File: src/rtl/cdb_arbiter_pkg.sv
// Shared definitions for the common-data-bus arbiter: default widths and
// helpers locating entry and lane fields inside packed vectors.
package cdb_arbiter_pkg;

  localparam int CDB_TAG_W_DEF  = 4;
  localparam int CDB_DATA_W_DEF = 32;

  // FIFO entries are stored as {tag, data}.
  function automatic int entry_w(input int tag_w, input int data_w);
    return tag_w + data_w;
  endfunction

  // LSB of field 'idx' of width 'w' inside a packed per-lane or per-source bus.
  function automatic int field_lsb(input int idx, input int w);
    return idx * w;
  endfunction

endpackage

File: src/rtl/cdb_src_fifo.sv
// Per-producer result FIFO with flush, global-ready gating and registered
// occupancy; the head entry is presented combinationally on rdata.
module cdb_src_fifo #(
  parameter int DEPTH = 2,
  parameter int WIDTH = 36,
  localparam int PTR_W = (DEPTH > 1) ? $clog2(DEPTH) : 1,
  localparam int CNT_W = $clog2(DEPTH + 1)
) (
  input  logic             clk,
  input  logic             rst,
  input  logic             rdy,
  input  logic             flush,
  input  logic             push,
  input  logic             pop,
  input  logic [WIDTH-1:0] wdata,
  output logic [WIDTH-1:0] rdata,
  output logic             full,
  output logic             empty,
  output logic [CNT_W-1:0] count
);

  logic [WIDTH-1:0] mem_q [DEPTH];
  logic [PTR_W-1:0] wr_q;
  logic [PTR_W-1:0] rd_q;
  logic [CNT_W-1:0] cnt_q;
  logic             do_push;
  logic             do_pop;

  function automatic logic [PTR_W-1:0] ptr_inc(input logic [PTR_W-1:0] p);
    return (p == PTR_W'(DEPTH - 1)) ? '0 : p + PTR_W'(1);
  endfunction

  // Fullness comes from the registered count, so a full FIFO never accepts
  // a push on the edge it pops.
  assign full    = (cnt_q == CNT_W'(DEPTH));
  assign empty   = (cnt_q == '0);
  assign count   = cnt_q;
  assign rdata   = mem_q[rd_q];
  assign do_push = rdy & ~flush & push & ~full;
  assign do_pop  = rdy & ~flush & pop & ~empty;

  always_ff @(posedge clk or posedge rst) begin
    if (rst) begin
      wr_q  <= '0;
      rd_q  <= '0;
      cnt_q <= '0;
    end else if (rdy) begin
      if (flush) begin
        wr_q  <= '0;
        rd_q  <= '0;
        cnt_q <= '0;
      end else begin
        if (do_push) wr_q <= ptr_inc(wr_q);
        if (do_pop)  rd_q <= ptr_inc(rd_q);
        if (do_push && !do_pop)      cnt_q <= cnt_q + CNT_W'(1);
        else if (do_pop && !do_push) cnt_q <= cnt_q - CNT_W'(1);
      end
    end
  end

  always_ff @(posedge clk) begin
    if (do_push) mem_q[wr_q] <= wdata;
  end

endmodule

File: src/rtl/cdb_arbiter.sv
// Common-data-bus arbiter: NUM_SRC producer FIFOs, a rotating round-robin scan
// granting up to NUM_LANE heads per cycle, and registered broadcast lanes.
module cdb_arbiter
  import cdb_arbiter_pkg::*;
#(
  parameter int NUM_SRC    = 4,
  parameter int NUM_LANE   = 2,
  parameter int DATA_W     = CDB_DATA_W_DEF,
  parameter int TAG_W      = CDB_TAG_W_DEF,
  parameter int FIFO_DEPTH = 2,
  localparam int SRC_W     = $clog2(NUM_SRC),
  localparam int ENTRY_W   = entry_w(TAG_W, DATA_W),
  localparam int CNT_W     = $clog2(FIFO_DEPTH + 1)
) (
  input  logic                       clk,
  input  logic                       rst,
  input  logic                       rdy,
  input  logic                       flush,
  input  logic [NUM_SRC-1:0]         src_valid,
  output logic [NUM_SRC-1:0]         src_ready,
  input  logic [NUM_SRC*TAG_W-1:0]   src_tag,
  input  logic [NUM_SRC*DATA_W-1:0]  src_data,
  output logic [NUM_LANE-1:0]        lane_valid,
  output logic [NUM_LANE*TAG_W-1:0]  lane_tag,
  output logic [NUM_LANE*DATA_W-1:0] lane_data,
  output logic [NUM_LANE*SRC_W-1:0]  lane_src,
  output logic [31:0]                stall_cnt
);

  logic [ENTRY_W-1:0] head     [NUM_SRC];
  logic [CNT_W-1:0]   count    [NUM_SRC];
  logic [NUM_SRC-1:0] full;
  logic [NUM_SRC-1:0] empty;
  logic [NUM_SRC-1:0] grant;
  logic [NUM_LANE-1:0] lane_gnt;
  logic [SRC_W-1:0]   lane_sel [NUM_LANE];
  logic [SRC_W-1:0]   rr_q;
  logic [SRC_W-1:0]   rr_d;
  logic               lane_valid_q [NUM_LANE];
  logic [TAG_W-1:0]   lane_tag_q   [NUM_LANE];
  logic [DATA_W-1:0]  lane_data_q  [NUM_LANE];
  logic [SRC_W-1:0]   lane_src_q   [NUM_LANE];
  logic [31:0]        stall_q;
  logic               stall_any;

  assign src_ready = ~full & {NUM_SRC{rdy}};
  assign stall_any = |(src_valid & ~src_ready);

  for (genvar gi = 0; gi < NUM_SRC; gi++) begin : g_src
    cdb_src_fifo #(.DEPTH(FIFO_DEPTH), .WIDTH(ENTRY_W)) u_fifo (
      .clk   (clk),
      .rst   (rst),
      .rdy   (rdy),
      .flush (flush),
      .push  (src_valid[gi] & src_ready[gi]),
      .pop   (grant[gi] & ~empty[gi]),
      .wdata ({src_tag[field_lsb(gi, TAG_W) +: TAG_W],
               src_data[field_lsb(gi, DATA_W) +: DATA_W]}),
      .rdata (head[gi]),
      .full  (full[gi]),
      .empty (empty[gi]),
      .count (count[gi])
    );
  end

  // Scan from rr_q; each non-empty source claims the next free lane.
  always_comb begin
    int n;
    int idx;
    grant    = '0;
    lane_gnt = '0;
    rr_d     = rr_q;
    n        = 0;
    idx      = 0;
    for (int l = 0; l < NUM_LANE; l++) lane_sel[l] = '0;
    for (int k = 0; k < NUM_SRC; k++) begin
      idx = int'(rr_q) + k;
      if (idx >= NUM_SRC) idx = idx - NUM_SRC;
      if (count[idx] != '0 && n < NUM_LANE) begin
        grant[idx]  = 1'b1;
        lane_gnt[n] = 1'b1;
        lane_sel[n] = SRC_W'(idx);
        rr_d        = (idx == NUM_SRC - 1) ? '0 : SRC_W'(idx + 1);
        n           = n + 1;
      end
    end
  end

  always_ff @(posedge clk or posedge rst) begin
    if (rst) begin
      rr_q    <= '0;
      stall_q <= '0;
      for (int l = 0; l < NUM_LANE; l++) begin
        lane_valid_q[l] <= 1'b0;
        lane_tag_q[l]   <= '0;
        lane_data_q[l]  <= '0;
        lane_src_q[l]   <= '0;
      end
    end else if (rdy) begin
      if (stall_any && stall_q != 32'hFFFF_FFFF) stall_q <= stall_q + 32'd1;
      if (flush) begin
        rr_q <= '0;
        for (int l = 0; l < NUM_LANE; l++) lane_valid_q[l] <= 1'b0;
      end else begin
        rr_q <= rr_d;
        // Ungranted lanes drop valid but keep their last tag/data/source.
        for (int l = 0; l < NUM_LANE; l++) begin
          lane_valid_q[l] <= lane_gnt[l];
          if (lane_gnt[l]) begin
            lane_tag_q[l]  <= head[lane_sel[l]][ENTRY_W-1 -: TAG_W];
            lane_data_q[l] <= head[lane_sel[l]][DATA_W-1:0];
            lane_src_q[l]  <= lane_sel[l];
          end
        end
      end
    end
  end

  assign stall_cnt = stall_q;

  for (genvar gi = 0; gi < NUM_LANE; gi++) begin : g_lane
    assign lane_valid[gi]                             = lane_valid_q[gi];
    assign lane_tag[field_lsb(gi, TAG_W) +: TAG_W]    = lane_tag_q[gi];
    assign lane_data[field_lsb(gi, DATA_W) +: DATA_W] = lane_data_q[gi];
    assign lane_src[field_lsb(gi, SRC_W) +: SRC_W]    = lane_src_q[gi];
  end

endmodule

File: config.mk
export PLATFORM = sky130hd
export DESIGN_NAME = cdb_arbiter
export DESIGN_NICKNAME = d
export VERILOG_FILES = /design/src/rtl/cdb_arbiter_pkg.sv /design/src/rtl/cdb_src_fifo.sv /design/src/rtl/cdb_arbiter.sv
export SDC_FILE = /design/constraint.sdc
export NUM_CORES = 1
export LEC_CHECK = 0
export ABC_CLOCK_PERIOD_IN_PS = 6610
export CAP_MARGIN = 20
export CORE_MARGIN = 1
export CORE_UTILIZATION = 35
export CTS_BUF_LIST = sky130_fd_sc_hd__clkbuf_4 sky130_fd_sc_hd__clkbuf_8 sky130_fd_sc_hd__clkbuf_16
export CTS_CLUSTER_DIAMETER = 100
export DETAILED_ROUTE_END_ITERATION = 7
export PLACE_DENSITY = 0.59
export SLEW_MARGIN = 20
export SYNTH_ARGS = -nofsm -noshare
export SYNTH_HDL_FRONTEND = slang
export SYNTH_SLANG_ARGS = --single-unit
File: constraint.sdc
create_clock -name clk -period 6.61 [get_ports clk]
set_input_delay 0.661 -clock clk [delete_from_list [all_inputs] [get_ports clk]]
set_output_delay 0.661 -clock clk [all_outputs]
set_load 0.01 [all_outputs]
==> results of run 1 <==
-- cells in the final DEF, fill, tap and decap left out, types with 18 or more instances in the layout --
cell / netlist / routed
edfxtp_1: 288 / 288
clkdlybuf4s50_1: 0 / 265
nand2_1: 156 / 155
mux2i_1: 135 / 135
dfrtp_1: 128 / 123
o21ai_0: 102 / 102
nor2_1: 95 / 95
nand3_1: 94 / 94
a21oi_1: 86 / 85
a31oi_1: 64 / 64
inv_1: 54 / 53
clkbuf_16: 0 / 48
mux2_2: 42 / 42
buf_4: 13 / 41
a32oi_1: 35 / 35
nand4_1: 34 / 34
a211oi_1: 29 / 29
o21ai_1: 24 / 24
o311ai_0: 21 / 21
xnor2_1: 18 / 18
-- kinds of logic after synthesis --
kind of cell    after synthesis  share of synthesized area [%]
fa+ha+maj                    13                          0.807
xor+xnor                     33                           1.37
buf+inv                     197                           4.17
mux                         195                           9.88
compound gates              507                           16.3
simple gates                488                           11.3
flops                       416                           56.2
-- cell type report --
| class | count | area, µm² |
|---|---|---|
| fill | 5567 | 33300 |
| sequential | 416 | 11900 |
| multi-input combinational | 1236 | 8420 |
| timing repair buffer | 307 | 2980 |
| clock buffer | 67 | 1380 |
| tap | 773 | 967 |
| inverter | 58 | 223 |
| clock inverter | 20 | 121 |
-- worst paths after layout --
kind,from,endpoint,slack [ns],cells after the start
max,rr_q[1],lane_data[9],0.47,15
min,stall_cnt[27],stall_cnt[27],0.49,1
max reg2reg,rr_q[1],lane_data[9],0.47,15
min reg2reg,stall_cnt[27],stall_cnt[27],0.49,1
max in group asynchronous,rst,lane_data[8],4.64,3
min in group asynchronous,rst,lane_valid[1],0.54,2
-- metal layers --
| metal | part of all wire (%) | wire length (µm) | track usage [%] |
|---|---|---|---|
| met4 | 4.2 | 2970 | 9.73 |
| met5 | 0 | 0 | 0 |
| met3 | 5.2 | 3670 | 2.78 |
| met1 | 39 | 27700 | 27.5 |
| met2 | 51 | 36000 | 40.1 |
-- flip-flops by register name, indices dropped and copies added, names as in the netlist --
name                cells
lane_tag                8
g_src.u_fifo.rd_q       4
lane_valid              2
rr_q                    2
stall_cnt              32
g_src.u_fifo.mem_q    288
lane_data              64
lane_src                4
g_src.u_fifo.wr_q       4
g_src.u_fifo.count      8
-- power by group --
| part | internal, mW | switching [mW] |
|---|---|---|
| sequential | 3.22 | 0.410 |
| combinational | 3.19 | 6.28 |
| clock | 1.45 | 1.07 |
| total | 7.87 | 7.76 |
-- through the flow --
stage	cells	utilization (%)	total power, mW
finish	2877	43.8	15.6
global route	2877	43.8	16.5
CTS	2877	43.8	15.6
detailed placement	2790	41.3	13.0
global placement	2788	41.2	12.9
floorplan	1849	-	9.92
-- worst reg2reg max path, cell delays in order, from the launching register on --
cell and delay (ns):
dfrtp_1 0.52, inv_2 0.20, ha_1 0.64, or4_1 0.23, nand2_1 0.12, nor2_1 0.44, ha_1 0.34, nand2b_1 0.30
inv_2 0.12, fa_1 0.48, or2_2 0.39, a2111oi_1 0.86, nor4_2 0.21, nor3_4 0.74, buf_4 0.33, a221o_1 0.17
==> metrics, run 1 <==
first-pass GRT wire length approximately 100000 µm; Final Instance Area about 26000 µm²; Synth Instances 1849; final setup margin 0.465 ns; PwrDens 602 nW/µm²; first-pass detailed-route iteration total 8; Crit path max-delay family simple AND/OR/NAND/NOR gates; largest net degree at the start of global routing 96; hold slack 0.494 ns; CP Data Required Time 7.11 ns; top_reg_cell synth edfxtp_1; CTS Buffer Depth 3; DIE WIDTH 247 µm; Post-CTS Resized 0; most frequent cell after synthesis edfxtp_1; fmax 163 MHz; Layout Nets ~2200; largest cells by area after synthesis edfxtp_1 (41%), dfrtp_1 (15%), mux2i_1 (6.4%); sequential area share after synthesis approximately 56%; Synth top area share between 40% and 50%; Min-Delay Path Class register to register; DRC marker count from the first detailed-route iteration 1430; Slew @ Worst Pin approximately 1.1 ns; CTS tree done; Synth Cell Area 21100 µm²; Initial Util 35.6%; post-DR vias/cell 5.78; share of layout cells above drive strength 1 approximately 11%; worst-skew pair later-pin latency 0.59 ns; WS Path Type register to register; IO Count approximately 270; # port buffers 265; Slew Limit Fails 0; crit path max-delay cell type a2111oi_1; cell area after placement 24400 µm²; drt wl/cell 24.4 µm; FF+latch count, synth 416; Mapped Avg Cell Area about 11 µm²; CTS Buf Count 47; clk sinks 416; Detail Placement HPWL 50400 µm; final WL 70300 µm; FFs w/ async S/R, synth 30.8%; Max-slew headroom 23.9%; CTS Root Cell clkbuf_16; CP bufs+invs 3; # H-tree levels 2; clk_skew about 0.021 ns; DIE HEIGHT between 200 and 250 µm; Fin. Hold Viols 0; area growth from synthesis to layout 23.0%; # rows 89; Final Cycle Share between 90% and 100%; VDD IR max roughly 480 µV; Setup WS pre-CTS 0.599 ns; syn nets 2014; critical path arrival 6.65 ns; CP max FO 18; Post-synth top cells edfxtp_1 (288), nand2_1 (156), mux2i_1 (135); RSZ-0062 raised after global routing no; Tmin final 6.14 ns; vias in the first global route 16300; grt ovf 0; crit path cell chain inv_2, ha_1, or4_1, nand2_1, nor2_1, ha_1, nand2b_1, inv_2, fa_1, or2_2, a2111oi_1, nor4_2, nor3_4, buf_4, a221o_1; area leader, netlist edfxtp_1; status finished, violations left; Pleak approximately 9 nW; setup violators final 0; CTS clk-pin slew, worst paths 0.06 ns; ANT cells 0; die area 61200 µm²; detailed-route via count 16600; element type at the critical path end register; gpl congestion between 0.9 and 1; DRC 7; GRT Total Usage between 20% and 30%; Max-Cap Viols 0; number of enable flip-flop cells after synthesis between 200 and 300; post-route ant nets 0; initial antenna violation count 0; failing checks DRC; Synth Warn # 0; setup_tns 0 ns; count of cell types in the netlist between 80 and 90; CTS Hold Bufs 0; Core Area roughly 59000 µm²; post-CTS setup buffer count 0; CP Launch Type register; delay of the slowest critical-path stage 0.86 ns
No activity file was read; power rests on OpenSTA's default activity.
==> inputs of run 2 (changes only) <==
Settings changed: CORE_UTILIZATION 35 to 30, PLACE_DENSITY 0.59 to 0.52.
==> run 2 against run 1 <==
Critical path type unchanged. The run now ends clean. Wire length rose by 3.9%. Largest cell class unchanged. First-iteration DRC count fell by 12%. Power rose by 1.8%. Sequential power rose by 1%. Critical path depth did not move. Clock skew fell by 0.0015 ns. Worst setup slack improved by 0.10 ns. Largest power group unchanged. Worst hold slack got worse by 0.0075 ns.
==> metrics, run 2 (synthesis results as in run 1) <==
status completed; final setup margin 0.567 ns (+0.102 ns); first-pass GRT wire length 107000 µm (+4.4%); grt ovf 0 (unchanged); IO Count 266 (unchanged); Max-slew headroom 31.6% (+7.8 points); vias in the first global route 16700 (+2.8%); Top reg by flops g_src.u_fifo.mem_q; Sw Ratio 49.2% (-0.49 points); WS Path Type register to register; post-route ant nets 0 (unchanged); Final Cycle Share 91.4% (-1.5 points); PwrDens 605 nW/µm² (+0.40%); clk_skew 0.0196 ns (-0.00151 ns); CP Launch Type register; worst r2r dst lane_data[6]; Post-CTS Resized 0 (unchanged); most frequent cells in the layout edfxtp_1 (288), clkdlybuf4s50_1 (265), nand2_1 (154); DRC marker count from the first detailed-route iteration 1263 (-12%); CP max FO 18 (unchanged); post-CTS setup buffer count 0 (unchanged); sw power 7.83 mW (+0.83%); critical path arrival 6.57 ns (-0.08 ns); # rows 96 (+7.9%); Tmin final 6.04 ns (-0.102 ns); largest net degree at the start of global routing 95 (-1.0%); CTS Buf Count 48 (+2.1%); RSZ-0062 raised after global routing no; Pleak 9.15 nW (+0.79%); delay of the slowest critical-path stage 0.81 ns (-0.05 ns); # H-tree levels 2 (unchanged); drt wl/cell 24.0 µm (-1.6%); crit path cell chain inv_2, ha_1, or4b_1, nand2_1, nor2_1, ha_1, nand2b_1, inv_2, fa_1, or2_2, a2111oi_1, nor4_2, nor3_4, buf_4, a221o_1; cell area after placement 24600 µm² (+0.78%); die area 71300 µm² (+17%); gpl congestion 0.892 (-1.1%); area growth from synthesis to layout 24.8%; crit path max-delay cell type a2111oi_1; hold path cells 1 (unchanged); Max-Cap Viols 0 (unchanged); share of layout cells above drive strength 1 11.0% (+0.032 points); clock share of power 17.6% (+1.4 points); # port buffers 265 (unchanged); DIE WIDTH 267 µm (+7.9%); element type at the critical path end register; VDD IR max 440 µV (-7.5%); hold path endpoint stall_cnt[25]; DIE HEIGHT 267 µm (+7.9%); CTS Buffer Depth 3 (unchanged); CTS Hold Bufs 0 (unchanged); CTS clk-pin slew, worst paths 0.06 ns (about the same); Fin. Hold Viols 0 (unchanged); GRT Total Usage 20.2% (-2.4 points); detailed-route via count 16500 (-0.99%); CP startpoint rr_q[1]; FF-to-FF path depth 15 (unchanged); CTS Root Cell clkbuf_16; Core Area 69100 µm² (+17%); Setup WS pre-CTS 0.617 ns (+0.0186 ns); Final Instance Area 26300 µm² (+1.4%); Min-Delay Path Class register to register; first-pass detailed-route iteration total 5 (-3); CP Data Required Time 7.14 ns (+0.03 ns); Slew @ Worst Pin 1.03 ns (-0.114 ns); setup violators final 0 (unchanged); hold path start stall_cnt[25]; worst-skew pair later-pin latency 0.60 ns (about the same); sequential power share 23.0% (-0.2 points); ANT cells 0 (unchanged); initial antenna violation count 0 (unchanged); Worst R2R Start rr_q[1]; post-DR vias/cell 5.42 (-6.2%); CTS tree done; DRC 0 (-7); fmax 165 MHz (+1.7%); most common cell after layout, fill and taps aside edfxtp_1; Layout Nets 2232 (+0.045%); Reg2Reg Setup Slack 0.57 ns (+0.10 ns); Detail Placement HPWL 53000 µm (+5.2%); Internal 8.09 mW (+2.8%); setup_tns 0 ns (unchanged); clk sinks 416 (unchanged); Initial Util 30.5% (-5.1 points); Gate power share 59.4% (-1.2 points); final WL 73000 µm (+3.9%); Slew Limit Fails 0 (unchanged); Largest register FFs 288 (unchanged)
## run 2: power groups by stage
stage | clock network [mW] | logic (mW) | registers [mW]
6_report | 2.80 | 9.45 | 3.67
5_1_grt | 2.98 | 10.2 | 3.70
4_1_cts | 2.88 | 9.34 | 3.67
3_5_place_dp | 0 | 9.30 | 3.71
3_3_place_gp | 0 | 9.19 | 3.71
2_1_floorplan | 0 | 6.35 | 3.57
## run 2: stage by stage
stage / cells / total power, mW / utilization [%] / hold slack (ns)
after detailed placement: 2948 / 13.0 / 35.7 / 0.482
final: 3038 / 15.9 / 38.1 / 0.486
after global routing: 3038 / 16.9 / 38.1 / 0.528
after CTS: 3038 / 15.9 / 38.1 / 0.494
after global placement: 2948 / 12.9 / 35.7 / 0.475
after floorplan: 1849 / 9.92 / - / 0.514
## run 2: critical path, delay by kind of cell (launching register included)
family | cells | cell delay, ns
buffers and inverters | 3 | 0.62
flip-flops | 1 | 0.53
AO/OA/AOI/OAI | 2 | 0.98
adder cells (fa/ha/maj) | 3 | 1.43
AND/OR/NAND/NOR | 7 | 2.42
## run 2: metal layers
metal / vias to the layer above / share of wire, % / global-route usage (%)
li1: 7558 / - / -
met1: 8238 / 39 / 23.3
met2: 548 / 53 / 37.1
met3: 133 / 4.6 / 2.63
met4: 0 / 4.1 / 8.70
met5: - / 0 / 0
## run 2: cell type report
cell class | count | area (µm²)
Fill cell | 6672 | 42800
Sequential cell | 416 | 11900
Multi-Input combinational cell | 1236 | 8430
Timing Repair Buffer | 307 | 2970
Inverter | 58 | 223
Clock buffer | 61 | 1320
Tap cell | 931 | 1160
Clock inverter | 29 | 345
## run 2: worst max-delay path by stage
stage / cells after the start / slack (ns) / end
CTS: 15 / 0.63 / lane_data[26]
finish: 15 / 0.57 / lane_data[6]
global placement: 15 / 0.88 / lane_data[11]
detailed placement: 15 / 0.62 / lane_data[6]
floorplan: 20 / 0.92 / lane_data[10]
global route: 15 / 0.11 / lane_data[10]
==> inputs of run 3 (changes only) <==
Settings changed: SYNTH_HIERARCHICAL set to 1.
==> run 3 against run 2 <==
Maximum frequency is 0.45% higher. Sequential power is 2% lower. First-iteration DRC count is 23% higher. Final cell count is 5.5% lower. Count of clock-buffer cells in the layout is 1 lower. Critical endpoint is now lane_data[8]. Largest cell class unchanged. Highest routed layer unchanged.
==> metrics, run 3 <==
largest net degree at the start of global routing 110 (+16%); Layout Nets 2071 (-7.2%); GRT Total Usage 20.0% (-0.20 points); die area 70900 µm² (-0.59%); Synth top area share 41.3% (+0.25 points); Synth Instances 1689 (-8.7%); Core Area 68800 µm² (-0.35%); Detail Placement HPWL 50100 µm (-5.6%); CTS Hold Bufs 0 (unchanged); number of enable flip-flop cells after synthesis 288 (unchanged); Final Cycle Share 91.0% (-0.41 points); share of layout cells above drive strength 1 12.8% (+1.9 points); DRC 0 (unchanged); Top reg by flops g_src.u_fifo/mem_q; vias in the first global route 15000 (-10%); Post-CTS Resized 0 (unchanged); Post-synth top cells edfxtp_1 (288), nor2_1 (147), dfrtp_1 (128); Slew Limit Fails 0 (unchanged); fmax 166 MHz (+0.45%); hold slack 0.495 ns (+0.00925 ns); Synth Cell Area 21000 µm² (-0.60%); CTS clk-pin slew, worst paths 0.06 ns (about the same); FFs w/ async S/R, synth 30.8% (unchanged); DIE WIDTH 266 µm (-0.30%); crit path max-delay cell type mux4_2; CP Launch Type register; DRC marker count from the first detailed-route iteration 1559 (+23%); Max-Cap Viols 0 (unchanged); Post-Place Cells 2785 (-5.5%); count of cell types in the netlist 79 (-9.2%); clk sinks 416 (unchanged); cell mode on critical path ha_1; area growth from synthesis to layout 24.3%; gpl congestion 0.861 (-3.5%); RSZ-0062 raised after global routing no; sequential area share after synthesis 56.5% (+0.34 points); # rows 96 (unchanged); CTS Buffer Depth 3 (unchanged); Pleak 9.03 nW (-1.3%); Min-Delay Path Class register to register; clk_skew 0.0281 ns (+0.00853 ns); worst-skew pair later-pin latency 0.61 ns (about the same); top_reg_cell synth edfxtp_1; first-pass detailed-route iteration total 8 (+3); post-CTS setup buffer count 0 (unchanged); element type at the critical path end register; syn nets 1856 (-7.8%); Slew @ Worst Pin 1.17 ns (+0.143 ns); most common cell after layout, fill and taps aside edfxtp_1; CP bufs+invs 3 (unchanged); most frequent cell after synthesis edfxtp_1; # H-tree levels 2 (unchanged); Synth Warn # 6 (+6); post-DR vias/cell 5.49 (+1.3%); detailed-route via count 15800 (-4.3%); setup_tns 0 ns (unchanged); WS Path Type register to register; critical path arrival 6.50 ns (-0.07 ns); CP Data Required Time 7.09 ns (-0.05 ns); setup violators final 0 (unchanged); drt wl/cell 25.0 µm (+4.1%); Largest register FFs 288 (unchanged); Mapped Avg Cell Area 12.4 µm² (+8.8%); grt ovf 0 (unchanged); area leader, netlist edfxtp_1; most frequent cells in the layout edfxtp_1 (288), clkdlybuf4s50_1 (264), nor2_1 (144); Non-Filler Instances 2871 (-5.5%); post-route ant nets 0 (unchanged); fillers 6534 (-2.1%); total power draw 14.2 mW (-11%); CTS Root Cell clkbuf_16; largest cells by area after synthesis edfxtp_1 (41%), dfrtp_1 (15%), mux2_1 (5.2%); first-pass GRT wire length 105000 µm (-1.9%); FF+latch count, synth 416 (unchanged); IO Count 266 (unchanged); VDD IR max 744 µV (+69%); Max-slew headroom 21.9% (-9.7 points); CTS tree done; Fin. Hold Viols 0 (unchanged); CTS Buf Count 47 (-2.1%); DIE HEIGHT 266 µm (-0.30%); Crit path max-delay family compound AO/OA/AOI/OAI gates; CP max FO 26 (+8); status completed; final WL 71800 µm (-1.6%); delay of the slowest critical-path stage 0.64 ns (-0.17 ns); initial antenna violation count 1 (+1); Initial Util 30.5% (-0.077 points); # port buffers 265 (unchanged); crit path cell chain inv_2, ha_1, mux4_2, ha_1, or2_0, clkinv_1, fa_1, nand2b_1, a2111oi_1, nor2_1, a31oi_1, nand2_1, buf_4, a311o_1, o311ai_1; PwrDens 543 nW/µm² (-10%); Tmin final 6.02 ns (-0.0272 ns)
==> run 3: path summary, 6_finish.rpt <==
kind,from,endpoint,slack [ns],cells past startpoint
min in group asynchronous,rst,g_src[3].u_fifo/count[0],0.56,2
worst min-delay path,stall_cnt[23],stall_cnt[23],0.50,1
worst max register to register,rr_q[1],lane_data[8],0.59,15
worst min register to register,stall_cnt[23],stall_cnt[23],0.50,1
worst max-delay path,rr_q[1],lane_data[8],0.59,15
max in group asynchronous,rst,lane_data[0],4.62,4
==> run 3: where the power goes <==
part	switching, mW	internal [mW]	total [mW]
logic	4.92	3.04	7.96
registers	0.437	3.16	3.60
clock network	1.09	1.50	2.60
total	6.45	7.71	14.2
==> run 3: layer usage <==
| metal | part of all wire (%) | GRT usage (%) | vias to the layer above |
|---|---|---|---|
| li1 | - | - | 7058 |
| met1 | 47 | 30.3 | 7893 |
| met2 | 42 | 28.2 | 718 |
| met3 | 8.2 | 3.72 | 98 |
| met4 | 2.9 | 6.62 | 0 |
| met5 | 0 | 0 | - |
==> run 3: final cells by class <==
type	count	area (µm²)	area share, %
inverter	24	95.1	0.365
multi-input combinational	1114	8440	32.4
timing repair buffer	301	2970	11.4
clock inverter	24	231	0.888
antenna	1	2.50	0.00960
sequential	416	11900	45.5
clock buffer	60	1290	4.96
tap	931	1160	4.47
==> run 3: logic make-up after synthesis <==
logic type,count (synthesis),synth area share [%]
buffers and inverters,159,3.74
adders and majority gates,15,0.931
and+or+nand+nor,456,11.2
xor gates and xnor gates,31,1.30
DFF,416,56.5
AOI/OAI and AO/OA,417,15.9
muxes,195,10.5
==> run 3: worst reg2reg max path, cell delays in order, from the launching register on <==
cell and delay [ns]:
dfrtp_1 0.51, inv_2 0.14, ha_1 0.44, mux4_2 0.64
ha_1 0.36, or2_0 0.37, clkinv_1 0.35, fa_1 0.50
nand2b_1 0.16, a2111oi_1 0.59, nor2_1 0.33, a31oi_1 0.34
nand2_1 0.38, buf_4 0.39, a311o_1 0.32, o311ai_1 0.09
==> run 3: stage by stage <==
stage | setup slack [ns] | util, % | cell area, µm²
2_1_floorplan | 0.972 | - | 21000
3_3_place_gp | 0.880 | 35.6 | 24500
3_5_place_dp | 0.699 | 35.6 | 24500
4_1_cts | 0.670 | 37.8 | 26000
5_1_grt | 0.0132 | 37.9 | 26100
6_report | 0.594 | 37.9 | 26100
